--- src/rtl/intc_rst_vector_if.sv ---
// rtl/intc_rst_vector_if.sv - CPU-side bus bundle between the 8080 core and the RST vector controller
//
// Purpose : groups the interrupt handshake and the I/O port bus seen by intc_rst_vector.
// Signals :
//   int_req    controller -> CPU   interrupt request (CPU iint)
//   inta_rd    CPU -> controller   CPU is reading the interrupt opcode
//   vector     controller -> CPU   RST opcode for the data bus
//   vector_oe  controller -> CPU   tri-state enable for vector
//   io_wr      CPU -> controller   OUT write strobe
//   io_rd      CPU -> controller   IN read strobe
//   io_addr    CPU -> controller   I/O port address
//   wdata      CPU -> controller   OUT write data
//   rdata      controller -> CPU   IN read data
//   rdata_oe   controller -> CPU   tri-state enable for rdata
// Modports: master = CPU side, slave = controller side.

interface intc_rst_vector_if;
   logic       int_req;
   logic       inta_rd;
   logic [7:0] vector;
   logic       vector_oe;
   logic       io_wr;
   logic       io_rd;
   logic [7:0] io_addr;
   logic [7:0] wdata;
   logic [7:0] rdata;
   logic       rdata_oe;

   modport master (
      input  int_req, vector, vector_oe, rdata, rdata_oe,
      output inta_rd, io_wr, io_rd, io_addr, wdata
   );

   modport slave (
      output int_req, vector, vector_oe, rdata, rdata_oe,
      input  inta_rd, io_wr, io_rd, io_addr, wdata
   );
endinterface

--- src/rtl/intc_rst_vector.sv ---
// rtl/intc_rst_vector.sv - 8080 interrupt controller supplying RST n opcodes during INTA
//
// Purpose : collects NUM_IRQ level sources, latches their rising edges into pending bits,
//           picks the lowest-index enabled pending source and drives RST (VECTOR_BASE+sel)
//           onto the data bus while the CPU performs its INTA read. Only the serviced
//           source is cleared, when inta_rd falls.
// Ports   :
//   clk   CPU clock
//   rst   asynchronous, active-high reset
//   irq   NUM_IRQ level sources; a rising edge is a request
//   bus   intc_rst_vector_if.slave (int_req, inta_rd, vector/vector_oe, io_* port bus)
// Config  : INTC_MASK_EN - when defined, OUT PORT_ADDR writes a per-source enable mask
//           (1 = enabled) and IN PORT_ADDR bit 7 flags a pending source that is masked.
//           When undefined the mask is fixed all ones and OUT writes are ignored.

module intc_rst_vector #(
   parameter int         NUM_IRQ     = 2,
   parameter int         VECTOR_BASE = 1,
   parameter int         SYNC_STAGES = 2,
   parameter logic [7:0] PORT_ADDR   = 8'h06
) (
   input  logic                clk,
   input  logic                rst,
   input  logic [NUM_IRQ-1:0]  irq,
   intc_rst_vector_if.slave    bus
);

   typedef enum logic {
      ST_IDLE = 1'b0,
      ST_ACK  = 1'b1
   } state_t;

   logic [NUM_IRQ-1:0] irq_s;
   logic [NUM_IRQ-1:0] prev_q, prev_d;
   logic [NUM_IRQ-1:0] edge_q, edge_d;
   logic [NUM_IRQ-1:0] pending_q, pending_d;
   logic [NUM_IRQ-1:0] mask;
   logic [NUM_IRQ-1:0] enabled;

   state_t     state_q;
   logic [2:0] sel_q;
   logic       spur_q;

   logic [2:0] prio_sel;
   logic       prio_hit;
   logic       ack_done;
   logic       port_hit;

   logic [2:0] vec_sel;
   logic       vec_hit;
   logic [2:0] vec_n;
   logic [7:0] rd_val;

   // ------------------------------------------------------------------
   // Input synchroniser chain (bypassed when sources are already in clk domain)
   // ------------------------------------------------------------------
   generate
      if (SYNC_STAGES == 0) begin : g_nosync
         assign irq_s = irq;
      end else begin : g_sync
         logic [SYNC_STAGES-1:0][NUM_IRQ-1:0] sync_q;

         always_ff @(posedge clk or posedge rst) begin
            if (rst) begin
               sync_q <= '0;
            end else begin
               sync_q[0] <= irq;
               for (int k = 1; k < SYNC_STAGES; k++) begin
                  sync_q[k] <= sync_q[k-1];
               end
            end
         end

         assign irq_s = sync_q[SYNC_STAGES-1];
      end
   endgenerate

   // ------------------------------------------------------------------
   // Mask register
   // ------------------------------------------------------------------
   assign port_hit = (bus.io_addr == PORT_ADDR);

`ifdef INTC_MASK_EN
   logic [NUM_IRQ-1:0] mask_q, mask_d;

   always_comb begin
      mask_d = mask_q;
      if (bus.io_wr && port_hit) begin
         mask_d = bus.wdata[NUM_IRQ-1:0];
      end
   end

   always_ff @(posedge clk or posedge rst) begin
      if (rst) begin
         mask_q <= '1;
      end else begin
         mask_q <= mask_d;
      end
   end

   assign mask = mask_q;
`else
   assign mask = '1;
`endif

   // Upper wdata bits never reach a register; in the fixed-mask build the whole write path is idle.
   logic unused_wr;
   assign unused_wr = ^{bus.wdata, bus.io_wr};

   // ------------------------------------------------------------------
   // Edge detect and pending latch
   // ------------------------------------------------------------------
   // The edge flag is registered so a request lands in pending two cycles after
   // the synchronised level rises, independent of SYNC_STAGES.
   assign ack_done = (state_q == ST_ACK) && !bus.inta_rd && !spur_q;

   always_comb begin
      prev_d    = irq_s;
      edge_d    = irq_s & ~prev_q;
      pending_d = pending_q;
      if (ack_done) begin
         for (int i = 0; i < NUM_IRQ; i++) begin
            if (sel_q == 3'(i)) begin
               pending_d[i] = 1'b0;
            end
         end
      end
      // A fresh edge on the source being cleared is applied last so it is never lost.
      pending_d = pending_d | edge_q;
   end

   always_ff @(posedge clk or posedge rst) begin
      if (rst) begin
         prev_q    <= '0;
         edge_q    <= '0;
         pending_q <= '0;
      end else begin
         prev_q    <= prev_d;
         edge_q    <= edge_d;
         pending_q <= pending_d;
      end
   end

   // ------------------------------------------------------------------
   // Priority: lowest index wins
   // ------------------------------------------------------------------
   always_comb begin
      enabled  = pending_q & mask;
      prio_sel = 3'd0;
      prio_hit = 1'b0;
      for (int i = NUM_IRQ - 1; i >= 0; i--) begin
         if (enabled[i]) begin
            prio_sel = 3'(i);
            prio_hit = 1'b1;
         end
      end
   end

   assign bus.int_req = |enabled;

   // ------------------------------------------------------------------
   // Acknowledge FSM
   // ------------------------------------------------------------------
   // sel is frozen on the first INTA cycle so later edges cannot alter the opcode
   // mid-read; spur marks an acknowledge that found nothing to service.
   always_ff @(posedge clk or posedge rst) begin
      if (rst) begin
         state_q <= ST_IDLE;
         sel_q   <= 3'd0;
         spur_q  <= 1'b0;
      end else begin
         case (state_q)
            ST_IDLE: begin
               if (bus.inta_rd) begin
                  state_q <= ST_ACK;
                  sel_q   <= prio_sel;
                  spur_q  <= ~prio_hit;
               end
            end
            ST_ACK: begin
               if (!bus.inta_rd) begin
                  state_q <= ST_IDLE;
               end
            end
            default: state_q <= ST_IDLE;
         endcase
      end
   end

   // ------------------------------------------------------------------
   // Vector output
   // ------------------------------------------------------------------
   always_comb begin
      if (state_q == ST_ACK) begin
         vec_sel = sel_q;
         vec_hit = ~spur_q;
      end else begin
         vec_sel = prio_sel;
         vec_hit = prio_hit;
      end
      vec_n = 3'(VECTOR_BASE) + vec_sel;
   end

   // Nothing to service reads as RST 7 (8'hFF), a harmless opcode on an idle bus.
   assign bus.vector    = vec_hit ? {2'b11, vec_n, 3'b111} : 8'hFF;
   assign bus.vector_oe = bus.inta_rd;

   // ------------------------------------------------------------------
   // Status readback
   // ------------------------------------------------------------------
   always_comb begin
      rd_val = 8'h00;
      for (int i = 0; i < NUM_IRQ; i++) begin
         rd_val[i] = pending_q[i];
      end
`ifdef INTC_MASK_EN
      rd_val[7] = rd_val[7] | (|(pending_q & ~mask));
`endif
   end

   assign bus.rdata_oe = bus.io_rd && port_hit;
   assign bus.rdata    = bus.rdata_oe ? rd_val : 8'h00;

endmodule

--- src/flat_wrapper.sv ---
// flat-port wrapper written by rule: the top's interface ports become plain ports
module intc_rst_vector_flat 
#(
   parameter int         NUM_IRQ     = 2,
   parameter int         VECTOR_BASE = 1,
   parameter int         SYNC_STAGES = 2,
   parameter logic [7:0] PORT_ADDR   = 8'h06
)
  (clk, rst, irq, bus_int_req, bus_vector, bus_vector_oe, bus_rdata, bus_rdata_oe, bus_inta_rd, bus_io_wr, bus_io_rd, bus_io_addr, bus_wdata);
  intc_rst_vector_if bus_i ();
  input  logic clk;
  input  logic rst;
  input  logic [NUM_IRQ-1:0] irq;
  output wire logic [$bits(bus_i.int_req)-1:0] bus_int_req;
  output wire logic [$bits(bus_i.vector)-1:0] bus_vector;
  output wire logic [$bits(bus_i.vector_oe)-1:0] bus_vector_oe;
  output wire logic [$bits(bus_i.rdata)-1:0] bus_rdata;
  output wire logic [$bits(bus_i.rdata_oe)-1:0] bus_rdata_oe;
  input wire logic [$bits(bus_i.inta_rd)-1:0] bus_inta_rd;
  input wire logic [$bits(bus_i.io_wr)-1:0] bus_io_wr;
  input wire logic [$bits(bus_i.io_rd)-1:0] bus_io_rd;
  input wire logic [$bits(bus_i.io_addr)-1:0] bus_io_addr;
  input wire logic [$bits(bus_i.wdata)-1:0] bus_wdata;
  assign bus_int_req = bus_i.int_req;
  assign bus_vector = bus_i.vector;
  assign bus_vector_oe = bus_i.vector_oe;
  assign bus_rdata = bus_i.rdata;
  assign bus_rdata_oe = bus_i.rdata_oe;
  assign bus_i.inta_rd = bus_inta_rd;
  assign bus_i.io_wr = bus_io_wr;
  assign bus_i.io_rd = bus_io_rd;
  assign bus_i.io_addr = bus_io_addr;
  assign bus_i.wdata = bus_wdata;
  intc_rst_vector #(.NUM_IRQ(NUM_IRQ), .VECTOR_BASE(VECTOR_BASE), .SYNC_STAGES(SYNC_STAGES), .PORT_ADDR(PORT_ADDR)) u_core (.clk(clk), .rst(rst), .irq(irq), .bus(bus_i));
endmodule
--- config.mk ---
export PLATFORM = sky130hd
export DESIGN_NAME = intc_rst_vector_flat
export DESIGN_NICKNAME = d
export VERILOG_FILES = /design/src/rtl/intc_rst_vector_if.sv /design/src/rtl/intc_rst_vector.sv /design/src/flat_wrapper.sv
export SDC_FILE = /design/constraint.sdc
export NUM_CORES = 1
export LEC_CHECK = 0
export CAP_MARGIN = 20
export CORE_AREA = 2 2 54 46
export CTS_BUF_LIST = sky130_fd_sc_hd__clkbuf_8
export DETAILED_ROUTE_END_ITERATION = 8
export DIE_AREA = 0 0 56 48
export PLACE_DENSITY = 0.78
export SYNTH_ARGS = -nofsm -noshare
export SYNTH_HDL_FRONTEND = slang
export SYNTH_SLANG_ARGS = --single-unit
--- constraint.sdc ---
create_clock -name clk -period 1.4 [get_ports clk]
set_clock_uncertainty 0.1 [all_clocks]
set_input_delay 0.21 -clock clk [delete_from_list [all_inputs] [get_ports clk]]
set_output_delay 0.21 -clock clk [all_outputs]
set_load 0.005 [all_outputs]
==> flow_metrics.py <==
metrics = {
    "route": {
        "drc": 0,
        "drt_iter0_markers": 2,
        "ant_nets": 0,
        "vias": 457,
        "via_per_inst": 4.19,
        "wl_per_cell_um": 11.2,
        "first_pass_iters": 2,
        "drt_wl_total_mm": 1.22,
    },
    "clock_network": {
        "cts_root_buffer": "clkbuf_8",
        "cts_buffers": 3,
        "htree_levels": 1,
        "worstSkewPairLatency_ps": 240,
        "cts_tree": "built",
        "cts.sink_count": 13,
        "clk_pin_slew_ps": 60,
        "clk_path_buf_depth": 2,
        "ctsHoldBuffers": 0,
    },
    "floorplan": {
        "initial_core_util_pct": 29.4,
        "die_area_mm2": 0.00269,
        "rows": 15,
        "core-area_mm2": 0.00210,
        "die_w_um": 56,
        "num_io_pins": 42,
        "die_h_um": 48,
    },
    "synth": {
        "yosysWarnings": 0,
        "ys_async_sr_fraction_pct": 100,
        "synth_common_cells": "13 x dfrtp_1, 12 x buf_4, 4 x nand2b_1, 4 x nor2b_1, 3 x nor4_1",
        "ys_types": 20,
        "synth_top_area_share_pct": 52.6,
        "ys_ff_latch": 13,
        "synth_top_flop_cell": "dfrtp_1",
        "synth.largest_area_cell": "dfrtp_1",
        "syn_inst": 55,
        "avgSynthCellArea_um2": 11.2,
        "syn_area_um2": 618,
        "synth_edf_count": 0,
        "seq_area_frac_synth_pct": 52.6,
        "yosysMostFrequentCell": "dfrtp_1",
        "synth_area_leaders": "dfrtp_1 53%, buf_4 15%, nand2b_1 4.0%, nor2b_1 4.0%, mux2i_1 3.2%",
    },
    "job": {
        "cap_violations": 0,
    },
    "grt": {
        "gr-total-overflow": 0,
        "grt_first_pass_wirelength_mm": 1.88,
        "grt_max_degree": 14,
        "antenna_found_initial": 0,
        "grt_util_all_layers_pct": 9.77,
        "use_met1_pct": 10.2,
        "grt_pass1_vias": 432,
        "grtUsageMet3_pct": 4.86,
        "met2_usage_pct": 16.7,
        "grt_busiest_layer": "met2",
    },
    "sta": {
        "period_share_pct": 108,
        "rsz0062_at_grt": "yes",
        "final.min_clock_period_ps": 1510,
        "fin_ws_ps": -107,
        "max_freq_mhz": 663,
        "setup_viol": 7,
        "hold_viol_final": 0,
        "hold-worst-slack_ps": 175,
        "finalMaxSlewViolations": 0,
    },
    "finish": {
        "fillers": 203,
        "antenna_cells": 0,
        "drive_gt1_share_pct": 42.9,
        "nets": 108,
        "area_growth_pct": 50.6,
    },
    "setup_path": {
        "endpoint_kind": "primary output",
        "worstPathArrival_ps": 1200,
        "critical_path.max_stage_delay_ps": 370,
        "regToRegSetupSlack_ps": -10,
        "critPathBufInv": 2,
        "crit_type": "reg2out",
        "crit_required_ps": 1090,
        "path_cells": "buf_4, nand2b_1, nor4_2, buf_2",
        "slowest_stage": "dfrtp_1",
        "cpLargestDelayFamily": "flip-flops",
        "cp_max_fo": 3,
        "cp-start-kind": "flop",
    },
    "outcome": {
        "violations": "negative setup slack",
        "status": "complete, but fails checks",
    },
    "place": {
        "pre_cts_ws_ps": -921,
        "portBuffers": 21,
        "routabilityCongestion": 0.703,
        "dpl.hpwl_um": 851,
    },
    "worst_hold_path": {
        "hold_class": "in2async",
    },
    "power_and_ir_drop": {
        "clockPowerShare_pct": 31.3,
        "power_density_mw_per_mm2": 1150,
        "power_frac_comb_pct": 26.5,
        "leakage_uw": 0.000448,
        "switching_power_uw": 280,
        "p_int_uw": 787,
        "seqPwrFrac_pct": 42.1,
        "sw_frac_of_total_pct": 26.2,
        "ir_worst_vdd_uv": 878,
    },
}
worst reg2reg max path, delay by kind of cell, from the launching register on:
family | cells | cell delay [ps]
simple gates | 1 | 440
flops | 1 | 370
buf+inv | 2 | 230
compound gates | 1 | 160
layout make-up:
cell class	instances	area [um^2]	share of cell area (%)
sequential	13	325	34.9
multi-input combinational	36	283	30.4
timing repair buffer	29	238	25.5
clock buffer	3	41.3	4.44
tap	25	31.3	3.36
inverter	2	7.51	0.806
clock inverter	1	5.00	0.538
repair_timing:
item	in CTS	in global routing
buffers inserted	1	1
resized for setup	59	3
pin swaps	5	0
endpoints found under the setup margin	8	9
path summary, 6_finish.rpt:
| path | startpoint | endpoint | cells after the start |
|---|---|---|---|
| worst max-delay path | u_core.enabled[1] | bus_rdata[1] | 4 |
| worst min-delay path | rst | u_core.irq_s[0] | 2 |
| worst max register to register | u_core.state_q | u_core.enabled[0] | 4 |
| worst min register to register | u_core.g_sync.sync_q[1] | u_core.irq_s[1] | 0 |
| max in group asynchronous | rst | u_core.spur_q | 2 |
| min in group clk | bus_inta_rd | u_core.state_q | 1 |
metal layers:
layer  wire (um)  up-vias
met5           0        -
met4          19        0
met3          93        2
met2         634       21
met1         472      212
li1            -      222
cell families after synthesis:
group,synth area share (%)
compound gates,4.25
buf+inv,16.6
flops,52.6
mux,5.06
other cells,1.22
simple gates,20.2
metrics by stage:
stage / utilization [%] / area, um^2 / power [uW] / instances / setup TNS (ps)
after global placement: 40.1 / 843 / 705 / 103 / -3620
after global routing: 44.3 / 931 / 1130 / 109 / -821
after detailed placement: 40.1 / 843 / 712 / 103 / -3730
final: 44.3 / 931 / 1070 / 109 / -402
after CTS: 43.5 / 913 / 1060 / 108 / -282
after floorplan: - / 652 / 575 / 64 / 0
placed cells by master, fill, tap and decap left out:
cell type / Yosys / routed
or2_4: 0 / 1
nand2_1: 1 / 1
nor3b_2: 0 / 1
nand4bb_1: 1 / 1
dfrtp_1: 13 / 13
nand2b_1: 4 / 1
nor2b_1: 4 / 3
nor2_1: 1 / 1
mux2_2: 1 / 1
inv_1: 2 / 2
a21o_1: 2 / 2
o21ai_2: 0 / 1
dlygate4sd2_1: 0 / 4
conb_1: 2 / 11
buf_6: 0 / 6
buf_4: 12 / 4
buf_2: 0 / 9
or4b_4: 1 / 2
nor2b_2: 0 / 1
a31oi_1: 1 / 1
nand2b_4: 0 / 3
mux2i_1: 2 / 2
nor4_2: 0 / 3
clkbuf_8: 0 / 3
clkdlybuf4s50_1: 0 / 6
clkinv_2: 0 / 1
flip-flops by register name, summed over array words and instances (netlist names):
signal	count
u_core.edge_q	2
u_core.enabled	2
u_core.g_sync.sync_q	2
u_core.irq_s	2
u_core.prev_q	2
u_core.sel_q	1
u_core.spur_q	1
u_core.state_q	1
power by group through the flow:
| stage | Clock, uW | Sequential (uW) | Combinational [uW] |
|---|---|---|---|
| floorplan | 0 | 453 | 123 |
| global placement | 0 | 450 | 254 |
| detailed placement | 0 | 454 | 258 |
| CTS | 341 | 449 | 266 |
| global route | 366 | 457 | 310 |
| finish | 334 | 450 | 283 |
Note: power is estimated with default switching activity, not from simulation.
